**config.mk**
```make
export PLATFORM = sky130hd
export DESIGN_NAME = point_mem_seq_flat
export DESIGN_NICKNAME = d
export VERILOG_FILES = /design/src/rtl/rv_point_pkg.sv /design/src/rtl/point_mem_seq_if.sv /design/src/rtl/point_mem_seq.sv /design/src/flat_wrapper.sv
export SDC_FILE = /design/constraint.sdc
export NUM_CORES = 1
export LEC_CHECK = 0
export CAP_MARGIN = 25
export CORE_AREA = 2 2 291 293
export CTS_BUF_LIST = sky130_fd_sc_hd__clkbuf_4
export DETAILED_ROUTE_END_ITERATION = 12
export DIE_AREA = 0 0 293 295
export GPL_ROUTABILITY_DRIVEN = 1
export PLACE_DENSITY = 0.59
export SYNTH_ARGS = -nofsm -noshare
export SYNTH_HDL_FRONTEND = slang
export SYNTH_SLANG_ARGS = --single-unit
```
**constraint.sdc**
```tcl
create_clock -name clk -period 2.85 [get_ports clk]
set_input_delay 0.4275 -clock clk [delete_from_list [all_inputs] [get_ports clk]]
set_output_delay 0.4275 -clock clk [all_outputs]
set_load 0.01 [all_outputs]
```
**src/rtl/rv_point_pkg.sv**
```systemverilog
// Shared constants and state encoding for the point-register memory sequencer.
package rv_point_pkg;

    localparam int unsigned BEATS   = 8;
    localparam int unsigned WORD_W  = 32;
    localparam int unsigned POINT_W = BEATS * WORD_W;
    localparam int unsigned ADDR_W  = 32;
    localparam int unsigned BEAT_W  = $clog2(BEATS);
    localparam int unsigned LANE_W  = $clog2(POINT_W);

    typedef enum logic {
        IDLE = 1'b0,
        BEAT = 1'b1
    } state_t;

endpackage

```
**src/rtl/point_mem_seq_if.sv**
```systemverilog
// Scalar, point and memory-port signals of the point sequencer.
interface point_mem_seq_if;
    import rv_point_pkg::*;

    logic                sc_req;
    logic                sc_we;
    logic [ADDR_W-1:0]   sc_addr;
    logic [WORD_W-1:0]   sc_wdata;
    logic                sc_gnt;
    logic [WORD_W-1:0]   sc_rdata;

    logic                pt_req;
    logic                pt_we;
    logic [ADDR_W-1:0]   pt_addr;
    logic [POINT_W-1:0]  pt_wdata;
    logic                pt_busy;
    logic                pt_done;
    logic                pt_err;
    logic [POINT_W-1:0]  pt_rdata;

    logic [ADDR_W-1:0]   mem_addr;
    logic [WORD_W-1:0]   mem_wdata;
    logic                mem_we;
    logic [WORD_W-1:0]   mem_rdata;

    // Sequencer side
    modport slave (
        input  sc_req, sc_we, sc_addr, sc_wdata,
        input  pt_req, pt_we, pt_addr, pt_wdata,
        input  mem_rdata,
        output sc_gnt, sc_rdata,
        output pt_busy, pt_done, pt_err, pt_rdata,
        output mem_addr, mem_wdata, mem_we
    );

    // Core pipeline and memory side
    modport master (
        output sc_req, sc_we, sc_addr, sc_wdata,
        output pt_req, pt_we, pt_addr, pt_wdata,
        output mem_rdata,
        input  sc_gnt, sc_rdata,
        input  pt_busy, pt_done, pt_err, pt_rdata,
        input  mem_addr, mem_wdata, mem_we
    );

endinterface

```
**src/rtl/point_mem_seq.sv**
```systemverilog
// Shares one 32-bit memory port between scalar load/store and 8-beat
// 256-bit point transfers; the point side owns the port while busy.
module point_mem_seq
    import rv_point_pkg::*;
(
    input  logic            clk,
    input  logic            rst_n,
    point_mem_seq_if.slave  bus
);

    state_t              state_q;
    logic [BEAT_W-1:0]   beat_q;
    logic                lat_we_q;
    logic [ADDR_W-1:0]   lat_addr_q;
    logic [POINT_W-1:0]  lat_wdata_q;
    logic                pt_busy_q;
    logic                pt_done_q;
    logic                pt_err_q;
    logic [POINT_W-1:0]  pt_rdata_q;

    logic [ADDR_W-1:0]   beat_off;
    logic [LANE_W-1:0]   lane_lo;

    assign beat_off = ADDR_W'({beat_q, 2'b00});
    assign lane_lo  = LANE_W'(beat_q) * LANE_W'(WORD_W);

    assign bus.pt_busy  = pt_busy_q;
    assign bus.pt_done  = pt_done_q;
    assign bus.pt_err   = pt_err_q;
    assign bus.pt_rdata = pt_rdata_q;
    assign bus.sc_rdata = bus.mem_rdata;

    // Port mux: scalar in IDLE, current point beat otherwise; silent in reset
    always_comb begin
        bus.sc_gnt    = 1'b0;
        bus.mem_addr  = '0;
        bus.mem_wdata = '0;
        bus.mem_we    = 1'b0;
        if (rst_n) begin
            if (state_q == IDLE) begin
                if (bus.sc_req) begin
                    bus.sc_gnt    = 1'b1;
                    bus.mem_addr  = bus.sc_addr;
                    bus.mem_wdata = bus.sc_wdata;
                    bus.mem_we    = bus.sc_we;
                end
            end else begin
                bus.mem_addr = lat_addr_q + beat_off;
                if (lat_we_q) begin
                    bus.mem_wdata = lat_wdata_q[lane_lo +: WORD_W];
                    bus.mem_we    = 1'b1;
                end
            end
        end
    end

    // Transfer FSM with registered status and load-data assembly
    always_ff @(posedge clk or negedge rst_n) begin
        if (!rst_n) begin
            state_q     <= IDLE;
            beat_q      <= '0;
            lat_we_q    <= 1'b0;
            lat_addr_q  <= '0;
            lat_wdata_q <= '0;
            pt_busy_q   <= 1'b0;
            pt_done_q   <= 1'b0;
            pt_err_q    <= 1'b0;
            pt_rdata_q  <= '0;
        end else begin
            pt_done_q <= 1'b0;
            pt_err_q  <= 1'b0;
            case (state_q)
                IDLE: begin
                    if (bus.pt_req) begin
                        if (bus.pt_addr[1:0] != 2'b00) begin
                            pt_err_q <= 1'b1;
                        end else begin
                            lat_we_q    <= bus.pt_we;
                            lat_addr_q  <= bus.pt_addr;
                            lat_wdata_q <= bus.pt_wdata;
                            beat_q      <= '0;
                            pt_busy_q   <= 1'b1;
                            state_q     <= BEAT;
                        end
                    end
                end
                BEAT: begin
                    if (!lat_we_q) begin
                        pt_rdata_q[lane_lo +: WORD_W] <= bus.mem_rdata;
                    end
                    if (beat_q == BEAT_W'(BEATS - 1)) begin
                        beat_q    <= '0;
                        pt_busy_q <= 1'b0;
                        pt_done_q <= 1'b1;
                        state_q   <= IDLE;
                    end else begin
                        beat_q <= beat_q + BEAT_W'(1);
                    end
                end
                default: state_q <= IDLE;
            endcase
        end
    end

endmodule

```
**src/flat_wrapper.sv**
```systemverilog
// flat-port wrapper written by rule: the top's interface ports become plain ports
module point_mem_seq_flat import rv_point_pkg::*;
  (clk, rst_n, bus_sc_req, bus_sc_we, bus_sc_addr, bus_sc_wdata, bus_pt_req, bus_pt_we, bus_pt_addr, bus_pt_wdata, bus_mem_rdata, bus_sc_gnt, bus_sc_rdata, bus_pt_busy, bus_pt_done, bus_pt_err, bus_pt_rdata, bus_mem_addr, bus_mem_wdata, bus_mem_we);
  point_mem_seq_if bus_i ();
  input  logic clk;
  input  logic rst_n;
  input wire logic [$bits(bus_i.sc_req)-1:0] bus_sc_req;
  input wire logic [$bits(bus_i.sc_we)-1:0] bus_sc_we;
  input wire logic [$bits(bus_i.sc_addr)-1:0] bus_sc_addr;
  input wire logic [$bits(bus_i.sc_wdata)-1:0] bus_sc_wdata;
  input wire logic [$bits(bus_i.pt_req)-1:0] bus_pt_req;
  input wire logic [$bits(bus_i.pt_we)-1:0] bus_pt_we;
  input wire logic [$bits(bus_i.pt_addr)-1:0] bus_pt_addr;
  input wire logic [$bits(bus_i.pt_wdata)-1:0] bus_pt_wdata;
  input wire logic [$bits(bus_i.mem_rdata)-1:0] bus_mem_rdata;
  output wire logic [$bits(bus_i.sc_gnt)-1:0] bus_sc_gnt;
  output wire logic [$bits(bus_i.sc_rdata)-1:0] bus_sc_rdata;
  output wire logic [$bits(bus_i.pt_busy)-1:0] bus_pt_busy;
  output wire logic [$bits(bus_i.pt_done)-1:0] bus_pt_done;
  output wire logic [$bits(bus_i.pt_err)-1:0] bus_pt_err;
  output wire logic [$bits(bus_i.pt_rdata)-1:0] bus_pt_rdata;
  output wire logic [$bits(bus_i.mem_addr)-1:0] bus_mem_addr;
  output wire logic [$bits(bus_i.mem_wdata)-1:0] bus_mem_wdata;
  output wire logic [$bits(bus_i.mem_we)-1:0] bus_mem_we;
  assign bus_i.sc_req = bus_sc_req;
  assign bus_i.sc_we = bus_sc_we;
  assign bus_i.sc_addr = bus_sc_addr;
  assign bus_i.sc_wdata = bus_sc_wdata;
  assign bus_i.pt_req = bus_pt_req;
  assign bus_i.pt_we = bus_pt_we;
  assign bus_i.pt_addr = bus_pt_addr;
  assign bus_i.pt_wdata = bus_pt_wdata;
  assign bus_i.mem_rdata = bus_mem_rdata;
  assign bus_sc_gnt = bus_i.sc_gnt;
  assign bus_sc_rdata = bus_i.sc_rdata;
  assign bus_pt_busy = bus_i.pt_busy;
  assign bus_pt_done = bus_i.pt_done;
  assign bus_pt_err = bus_i.pt_err;
  assign bus_pt_rdata = bus_i.pt_rdata;
  assign bus_mem_addr = bus_i.mem_addr;
  assign bus_mem_wdata = bus_i.mem_wdata;
  assign bus_mem_we = bus_i.mem_we;
  point_mem_seq u_core (.clk(clk), .rst_n(rst_n), .bus(bus_i));
endmodule
```
### Word-level counts from Yosys, hierarchy flattened

Index checks and enable logic that the tools add are counted.

* bits in registers: 552
* input bits: 390
* output and inout port bits: 357

* add/sub/neg operators: 3
* eq/ne operators: 4
* shift operators: 3
* mux-type cells: 32
* bitwise logic cells: 3
* reduce and logical (&&, ||, !) cells: 5

Operator list (count)
* bitwise mux 256 bit: 1
* variable shift 32 x 10 -> 256 bit (first input constant): 1
* variable part select 256 x 9 -> 32 bit: 1
* variable part select 32 x 10 -> 256 bit: 1
* 2-to-1 mux 32 bit: 7
* adder 32 x 5 -> 32 bit: 1
* 2-to-1 mux 1 bit: 18
* negation 8 -> 10 bit: 1
* 2-to-1 mux 3 bit: 3
* != test 2 bit (second input constant): 3
* case mux 3 bit (2 select lines): 1
* AND reduction 3 bit: 2
* case mux 1 bit (2 select lines): 2
* AND reduction 2 bit: 2
* adder 3 x 1 -> 3 bit (second input constant): 1
* equality test 3 bit (second input constant): 1
* NOT 1 bit: 3
* nonzero test 2 bit: 1

### Longest topological paths before layout

* word-level depth: 4
* mapped depth: 11
* gate-level depth less buffers: 8

### Worst setup path before layout

Ideal clock, no wire load.

* kind: reg-to-output
* from: reg u_core.beat_q[1]
* to: out bus_mem_addr[26]
* data arrival time: 2.615 ns
* data required time: 2.423 ns
* slack: -0.193 ns
* cell stages (with the launch flop): 10
* path buffers: 2
* cells stage by stage: dfrtp_1 -> buf_2 -> buf_1 -> inv_1 -> fa_1 -> nor2b_1 -> o211ai_1 -> nor4_1 -> xnor2_1 -> o21ai_0

* cells in the longest elaborated chain, start to end: 3

RTL lines
* from (decl): RTL line point_mem_seq.sv:12 `logic [BEAT_W-1:0] beat_q;`
* from (signal assigned): RTL line point_mem_seq.sv:97 `beat_q <= beat_q + BEAT_W'(1);`
* adder 32 x 5 -> 32 bit: RTL line point_mem_seq.sv:48 `bus.mem_addr = lat_addr_q + beat_off;`
* 2-to-1 mux 32 bit: RTL line point_mem_seq.sv:40 `if (state_q == IDLE) begin`
* 2-to-1 mux 32 bit: RTL line point_mem_seq.sv:39 `if (rst_n) begin`
* to (decl): RTL line flat_wrapper.sv:22 `output wire logic [$bits(bus_i.mem_addr)-1:0] bus_mem_addr;`

No other way between the ends.

### Worst setup path in the final report

* from: reg u_core.beat_q[2]
* to: out bus_mem_addr[23]

The elaborated chain is that of the path after synthesis.

==> impl_metrics.tcl <==
set metrics [dict create \
    fin_ws_ns -0.570 \
    syn_nets 2596 \
    dp.cells 3975 \
    cp_max_fo 4 \
    insertion_delay_ns 0.95 \
    area_growth_pct 61.5 \
    htreeDepth 4 \
    antenna_found_initial 10 \
    ys_seq_area_frac 0.576 \
    synth_area_per_cell_um2 10.9 \
    hp-class "in -> reg" \
    tritoncts "done" \
    top_usage_layer "met2" \
    r2r_cells 10 \
    postRouteAntennaNets 0 \
    cts.sinks 552 \
    setup_violations 60 \
    power_per_cell_area_nw_per_um2 994 \
    rsz0062_at_grt "true" \
    hold_viol 0 \
    synthCells 2198 \
    worst_pin_slew_ns 0.858 \
    synth.most_common_cell "nand2_1" \
    die_area_um2 86400 \
    crit_slowest_cell "or3_4" \
    wl_per_cell_um 19.5 \
    yosysWarningCount 0 \
    die_h_um 295 \
    muxShareOfSynthArea 0.189 \
    end_kind "primary output" \
    crit_required_ns 2.42 \
    cpPeakStageDelay_ns 0.44 \
    period_share 1.20 \
    gp_congestion 0.846 \
    drive_gt1_frac 0.240 \
    core_um2 83200 \
    numPortBuffers 746 \
    start_util 0.288 \
    ys_types 45 \
    grt_max_degree 133 \
    cts_root_buf "clkbuf_4" \
    dp_hpwl_um 61100 \
    ys_async_sr_fraction 1.00 \
    grt.met1_usage 0.255 \
    synth_compound_area_frac 0.0196 \
    die_x_um 293 \
    clkTransAtPathRegs_ns 0.07 \
    synthTopCellsByArea "dfrtp_1, nand2_1, mux2_2" \
    min_to "u_core.lat_wdata_q[43]$_DFFE_PN0P_" \
    whs_ns 0.157 \
    fin_area_um2 38700 \
    synth_top_area_frac 0.576 \
    stdcell_count 4554 \
    synth_common_cells "nand2_1, dfrtp_1, mux2_2" \
    worstHoldPathCells 3 \
    route.detailed.drc 0 \
    drt_pass1_iterations 5 \
    vias 20800 \
    cp.arrival_ns 2.99 \
    synth_edf_count 0 \
    viasPerCell 4.56 \
    violations "negative setup slack" \
    fin_skew_ns 0.0744 \
    synth_fa_ha_area_frac 0.00449 \
    final_net_count 3764 \
    cts_buffer_depth 3 \
    grt.total_usage 0.204 \
    status "finished with violations" \
    grt_pass1_vias 21900 \
    routed_wl_um 88700 \
    grt_pass1_wl_um 134000 \
    finalMaxSlewViolations 0 \
    crit_chain "ha_4 -> o211ai_2 -> or3_4 -> or4_4 -> xor2_1 -> o21ai_2 -> buf_2" \
    rows 106 \
    r2r_start "u_core.beat_q[0]$_DFFE_PN0P_" \
    yosysTopAreaCell "dfrtp_1" \
    path_delay_family "simple AND/OR/NAND/NOR gates" \
    path_buf_inv 1 \
    crit_type "reg -> out" \
    synthSimpleGateAreaFrac 0.166 \
    synth-seq-cells 552 \
    pin_count 747 \
    r2r_end "u_core.bus.pt_rdata[207]$_DFFE_PN0P_" \
    clock.fmax_mhz 292 \
    r2r_setup_slack_ns 0.11 \
    cellLeakagePower_nw 17.7 \
    maxSlewHeadroom 0.428 \
    placed_area_um2 33200 \
    grtUsageMet3 0.0486 \
    grt_overflow_total 0 \
    drt_iter0_drc 879 \
    synth_top_family_by_area "multiplexers" \
    yosys_most_used_dff "dfrtp_1" \
    min_period_ns 3.42 \
    synth_xor_area_frac 0.0102 \
    hold_path_startpoint "bus_pt_wdata[43]" \
    numCtsBuffers 155 \
    cap_viol_max_count 0 \
    use_met2 0.348 \
    ir_drop_v 0.000360 \
    crit_path_start_kind "flop" \
    syn-cell-area_um2 24000 \
]
## registers in the layout, indices dropped and copies added, names as in the netlist
signal	cells
u_core.state_q	1
u_core.lat_we_q	1
u_core.bus.pt_done	1
u_core.bus.pt_err	1
u_core.bus.pt_busy	1
u_core.lat_wdata_q	256
u_core.lat_addr_q	32
u_core.beat_q	3
u_core.bus.pt_rdata	256
## worst min-delay path: stages
cell	delay, ns
clkdlybuf4s50_1	0.45
nand2_1	0.08
nand2_1	0.04
## routing by layer
layer	up-vias	share of wire	routed length, um
li1	9631	-	-
met1	10200	0.42	37300
met2	776	0.49	43800
met3	128	0.061	5430
met4	6	0.024	2110
met5	-	0.00043	38
## final cells by class
type	instances	area [um2]
clock buffer	220	1650
antenna	5	12.5
inverter	10	40.0
clock inverter	40	209
tap	1080	1350
fill	7727	44400
sequential	552	13800
timing repair buffer	1166	11700
multi-input combinational	1481	9980
## worst max-delay path by stage
stage                     slack, ns                                   end                    startpoint  cells past startpoint
final                         -0.57                      bus_mem_addr[23]  u_core.beat_q[2]$_DFFE_PN0P_                      7
after global routing          -0.74                      bus_mem_addr[16]  u_core.beat_q[0]$_DFFE_PN0P_                     11
after CTS                     -0.73                      bus_mem_addr[23]  u_core.beat_q[2]$_DFFE_PN0P_                      7
after detailed placement      -0.25  u_core.bus.pt_rdata[141]$_DFFE_PN0P_  u_core.beat_q[0]$_DFFE_PN0P_                     10
after global placement        -0.22                      bus_mem_addr[28]  u_core.beat_q[0]$_DFFE_PN0P_                     10
after floorplan                0.04                      bus_mem_addr[26]  u_core.beat_q[1]$_DFFE_PN0P_                      9
## through the flow
step | power, mW | util | worst slack, ns | TNS, ns
floorplan | 21.3 | - | 0.0399 | 0
detailed placement | 29.6 | 0.399 | -0.247 | -22.06
finish | 38.5 | 0.466 | -0.570 | -21.59
global route | 41.0 | 0.466 | -0.744 | -32.87
global placement | 29.3 | 0.399 | -0.218 | -10.38
CTS | 38.8 | 0.464 | -0.730 | -33.49
## where the power goes
part           switching (mW)  internal, mW
Sequential               2.21          11.7
Clock                    3.48          3.56
Combinational            7.69          9.90
Total                    13.4          25.1
## kinds of logic after synthesis
logic type	Yosys count
muxes	343
xor gates and xnor gates	28
AOI/OAI and AO/OA	87
and+or+nand+nor	1015
buffers and inverters	165
DFF	552
adders and majority gates	8
## placed cells by master, fill, tap and decap left out, drive strengths merged, types with 3 or more instances in the layout
| cell type | count |
|---|---|
| clkdlybuf4s50 | 679 |
| nor4 | 5 |
| nor3 | 7 |
| nand2 | 944 |
| dlygate4sd2 | 4 |
| clkbuf | 221 |
| xnor2 | 18 |
| o21ai | 78 |
| a32o | 3 |
| mux2 | 247 |
| and2 | 5 |
| dlygate4sd3 | 272 |
| xor2 | 10 |
| mux4 | 64 |
| dfrtp | 552 |
| inv | 19 |
| ha | 7 |
| nand3 | 12 |
| buf | 208 |
| and3 | 8 |
| nor2 | 13 |
| nand4 | 6 |
| clkinv | 29 |
| mux2i | 32 |
| diode | 5 |
## what timing repair did
item | CTS | global route
cloned | 10 | 0
endpoints found under the hold margin | 476 | 0
pin swaps | 39 | 41
resized for setup | 438 | 49
hold buffers | 272 | 0
setup buffers | 29 | 15
setup endpoints to repair | 258 | 108
Power figures use the tool's default switching activity.
==> RTL edit 1 (same settings) <==
Change the package constant `ADDR_W` from 32 to 64.
--- a/src/rtl/rv_point_pkg.sv
+++ b/src/rtl/rv_point_pkg.sv
@@ -4,7 +4,7 @@
     localparam int unsigned BEATS   = 8;
     localparam int unsigned WORD_W  = 32;
     localparam int unsigned POINT_W = BEATS * WORD_W;
-    localparam int unsigned ADDR_W  = 32;
+    localparam int unsigned ADDR_W  = 64;
     localparam int unsigned BEAT_W  = $clog2(BEATS);
     localparam int unsigned LANE_W  = $clog2(POINT_W);
 
Ports: changed (resized bus_mem_addr, bus_pt_addr and bus_sc_addr); port bits go from 747 to 843. The function was not compared with the original's and may differ.
==> RTL edit 1 against the original RTL <==
The run still ends with setup timing left; clock power up 9.1%; critical path depth up 5; final area up 14%; via count up 18%; wire length up 26%; sequential cell count up 32; power up 15%; utilization up 6.5 points; sequential share of layout area down 2.6 points; setup slack worse by 0.59 ns; synthesized area up 10%; largest power group unchanged.
==> RTL edit 1: results (changes against the original RTL) <==
.. list-table::
   :header-rows: 1

   * - Metric
     - Value
   * - Run status
     - finished, violations left (unchanged)
   * - Violated checks
     - setup timing (unchanged)
   * - Met1 Usage GRT
     - 28.1% (was 25.5%)
   * - Endpoint of the worst hold path
     - u_core.lat_addr_q[56] (was u_core.lat_wdata_q[43])
   * - First-iteration detailed-routing DRC count
     - 1204 (was 879)
   * - Largest net degree at the start of global routing
     - 167 (was 133)
   * - Min setup slack post-route
     - -1.16 ns (was -0.570 ns)
   * - Synth area leaders
     - sky130_fd_sc_hd__dfrtp_1 55%, sky130_fd_sc_hd__nand2_1 16%, sky130_fd_sc_hd__mux2_2 13%, sky130_fd_sc_hd__mux4_2 2.7%, sky130_fd_sc_hd__clkbuf_1 1.6% (was sky130_fd_sc_hd__dfrtp_1 58%, sky130_fd_sc_hd__nand2_1 15%, sky130_fd_sc_hd__mux2_2 10%, sky130_fd_sc_hd__mux4_2 6.0%, sky130_fd_sc_hd__o21ai_0 1.6%)
   * - Vias in the first global route
     - 25800 (was 21900)
   * - Crit path to
     - bus_mem_addr[42] (was bus_mem_addr[23])
   * - Tightest hold margin
     - 0.120 ns (was 0.157 ns)
   * - Place WS
     - -0.681 ns (was -0.247 ns)
   * - Count of placed standard cells in the final layout, fillers left out
     - 5196 (was 4554)
   * - Antenna violations before repair
     - 11 (was 10)
   * - Cells resized by post-CTS repair
     - 611 (was 438)
   * - HPWL after detailed placement
     - 74800 um (was 61100 um)
   * - P per Cell Area
     - 1000 mW/mm^2 (was 994 mW/mm^2)
   * - Met2 usage
     - 44.8% (was 34.8%)
   * - Avg Synthesized Cell Area
     - 10.1 um^2 (was 10.9 um^2)
   * - Register-to-Register Path Depth
     - 11 (was 10)
   * - Slew headroom
     - 25.7% (was 42.8%)
   * - Setup skew after layout
     - 0.0556 ns (was 0.0744 ns)
   * - Number of nets produced by synthesis
     - 3063 (was 2596)
   * - Setup tns final
     - -60.35 ns (was -21.59 ns)
   * - Number of buffers added by the clock tree synthesis step
     - 163 (was 155)
   * - Post-CTS setup buffer count
     - 41 (was 29)
   * - Average detailed-routed wire length per instance
     - 21.5 um (was 19.5 um)
   * - Weighted congestion reported at the end of routability-driven placement
     - 0.958 (was 0.846)
   * - Biggest fanout along the worst timing path
     - 5 (was 4)
   * - Terminus of the critical flop-to-flop path
     - u_core.bus.pt_rdata[95] (was u_core.bus.pt_rdata[207])
   * - Hold path start
     - bus_pt_addr[56] (was bus_pt_wdata[43])
   * - Layout fillers
     - 7418 (was 7727)
   * - IR Drop Worst-Case VDD
     - 0.456 mV (was 0.360 mV)
   * - Critical-path cell with the highest stage delay
     - sky130_fd_sc_hd__a2111o_1 (was sky130_fd_sc_hd__or3_4)
   * - Number of setup violations in the final report
     - 93 (was 60)
   * - Share of synthesized area occupied by flip-flops and latches
     - 55.4% (was 57.6%)
[RTL edit 1: changes by cell type after synthesis, moves of 19 or more]
cell,unedited run,this run
sky130_fd_sc_hd__clkbuf_1,52,115
sky130_fd_sc_hd__nand2_1,944,1097
sky130_fd_sc_hd__mux4_2,64,32
sky130_fd_sc_hd__mux2i_1,32,0
sky130_fd_sc_hd__nor2_1,13,54
sky130_fd_sc_hd__mux2_1,33,0
sky130_fd_sc_hd__o21ai_1,2,21
sky130_fd_sc_hd__o31ai_1,0,32
sky130_fd_sc_hd__buf_2,56,17
sky130_fd_sc_hd__o22ai_1,1,33
sky130_fd_sc_hd__dfrtp_1,552,584
sky130_fd_sc_hd__xnor2_1,18,38
sky130_fd_sc_hd__mux2_2,214,309
[RTL edit 1: cell families (layout without fill, tap and decap cells)]
group	after synthesis	count (layout)	share of synthesized area (%)
flip-flops	584	584	55.4
XOR/XNOR	59	59	1.96
other	0	11	0
multiplexers	341	341	15.9
AND/OR/NAND/NOR	1256	1256	19.4
buffers and inverters	195	1699	3.36
AO/OA/AOI/OAI	158	158	3.63
adder cells (fa/ha/maj)	8	8	0.408
[RTL edit 1: routing by layer]
metal	part of all wire (%)	routed length, um
met4	4.9	5440
met2	51	57000
met3	6.1	6840
met5	0	0
met1	38	42700
[RTL edit 1: layout make-up]
cell class              count  share of cell area (%)
diodes                     11                  0.0624
inverters                  15                   0.128
flip-flops and latches    584                    33.1
repair buffers           1407                    32.0
clock inverters            32                   0.434
well taps                1080                    3.06
clock buffers             245                    4.17
multi-input cells        1822                    27.0
[RTL edit 1: power by group]
part / switching (W) / internal, W / total [W] / leakage [nW]
Clock: 0.00375 / 0.00393 / 0.00768 / 1.20
Sequential: 0.00229 / 0.0123 / 0.0146 / 7.18
Combinational: 0.0104 / 0.0115 / 0.0219 / 12.0
==> RTL edit 2 (same flow settings) <==
Without the edit above. Make the reset (`rst_n`) synchronous in one clocked block.
--- a/src/rtl/point_mem_seq.sv
+++ b/src/rtl/point_mem_seq.sv
@@ -55,7 +55,7 @@
     end
 
     // Transfer FSM with registered status and load-data assembly
-    always_ff @(posedge clk or negedge rst_n) begin
+    always_ff @(posedge clk) begin
         if (!rst_n) begin
             state_q     <= IDLE;
             beat_q      <= '0;
Function: not settled (the Yosys comparison gave no result); the edit may change what the design does.
==> RTL edit 2 against the original RTL <==
Sequential share of layout area decreased by 7.3 points; sequential cell count stayed put; synthesized cell count is 30% higher; wire length rose by 16%; synthesized area is 0.80% higher; final area grew 0.62%; highest routed layer unchanged; critical endpoint is now bus_mem_addr[24]; the run still ends with setup timing left; setup slack got worse by 0.0071 ns.
Power is not compared: it rests on default switching activity, and its combinational part moved more than twofold at a synthesized area within 25%.
==> RTL edit 2: results (changes against the original RTL) <==
.. list-table::
   :header-rows: 1

   * - Metric
     - Value
   * - Register-to-Register Path Depth
     - 12 (was 10)
   * - Violated checks
     - setup timing (unchanged)
   * - Global Route met3 Usage
     - 6.67% (was 4.86%)
   * - First-iteration detailed-routing DRC count
     - 1378 (was 879)
   * - Critical-path cell with the highest stage delay
     - sky130_fd_sc_hd__dfxtp_4 (was sky130_fd_sc_hd__or3_4)
   * - Hold path start
     - bus_pt_wdata[117] (was bus_pt_wdata[43])
   * - Mux share of post-synthesis cell area
     - 7.37% (was 18.9%)
   * - Primary FF master, synth
     - sky130_fd_sc_hd__dfxtp_1 (was sky130_fd_sc_hd__dfrtp_1)
   * - Count of cell types in the netlist
     - 63 (was 45)
   * - Run status
     - finished, violations left (unchanged)
   * - Place WS
     - -0.103 ns (was -0.247 ns)
   * - Number of buffers added to fix hold violations after cts
     - 279 (was 272)
   * - Met3 wirelength from detailed routing
     - 7720 um (was 5430 um)
   * - Detailed-route vias per instance
     - 4.71 (was 4.56)
   * - Endpoint of the worst hold path
     - u_core.lat_wdata_q[117] (was u_core.lat_wdata_q[43])
   * - Min setup slack post-route
     - -0.577 ns (was -0.570 ns)
   * - Xor and xnor fraction of the mapped netlist area
     - 0.362% (was 1.02%)
   * - Wire length of the first global-routing pass
     - 151000 um (was 134000 um)
   * - Number of nets produced by synthesis
     - 3262 (was 2596)
   * - Number of setup violations in the final report
     - 60 (unchanged)
   * - List of most frequent post-synthesis cells
     - 1143 x sky130_fd_sc_hd__nand2_1, 552 x sky130_fd_sc_hd__dfxtp_1, 325 x sky130_fd_sc_hd__a21boi_0 (was 944 x sky130_fd_sc_hd__nand2_1, 552 x sky130_fd_sc_hd__dfrtp_1, 214 x sky130_fd_sc_hd__mux2_2)
   * - WP data arrival
     - 3.00 ns (was 2.99 ns)
   * - Achievable clock frequency
     - 0.292 GHz (about the same)
   * - Fraction of layout cells with a size suffix above 1
     - 16.0% (was 24.0%)
   * - Cells resized by post-CTS repair
     - 410 (was 438)
   * - FF-to-FF setup slack
     - 0.15 ns (was 0.11 ns)
-- RTL edit 2: changes by cell type after synthesis, sizes merged, moves of 129 or more --
cell / before / now
clkbuf: 52 / 181
nand2: 944 / 1143
dfrtp: 552 / 0
mux2: 247 / 0
dfxtp: 0 / 552
a21boi: 0 / 543
-- RTL edit 2: final cells by class --
class                           count  share of cell area, %
Clock inverter                     34                  0.594
Tap cell                         1080                   3.47
Timing Repair Buffer             1218                   31.4
Multi-Input combinational cell   2016                   31.3
Antenna cell                       11                 0.0706
Inverter                            8                 0.0771
Sequential cell                   552                   28.4
Clock buffer                      244                   4.70
-- RTL edit 2: critical path: cells and delay by family (launching register included) --
kind,cells,cell delay [ns]
compound gates,3,0.65
fa+ha+maj,2,0.48
buf+inv,4,0.44
flops,1,0.36
simple gates,1,0.15
-- RTL edit 2: stage by stage --
step / instances / total power (W)
CTS: 5146 / 0.0181
global route: 5163 / 0.0187
detailed placement: 4538 / 0.00996
finish: 5163 / 0.0179
floorplan: 2864 / 0.00886
global placement: 4538 / 0.00996
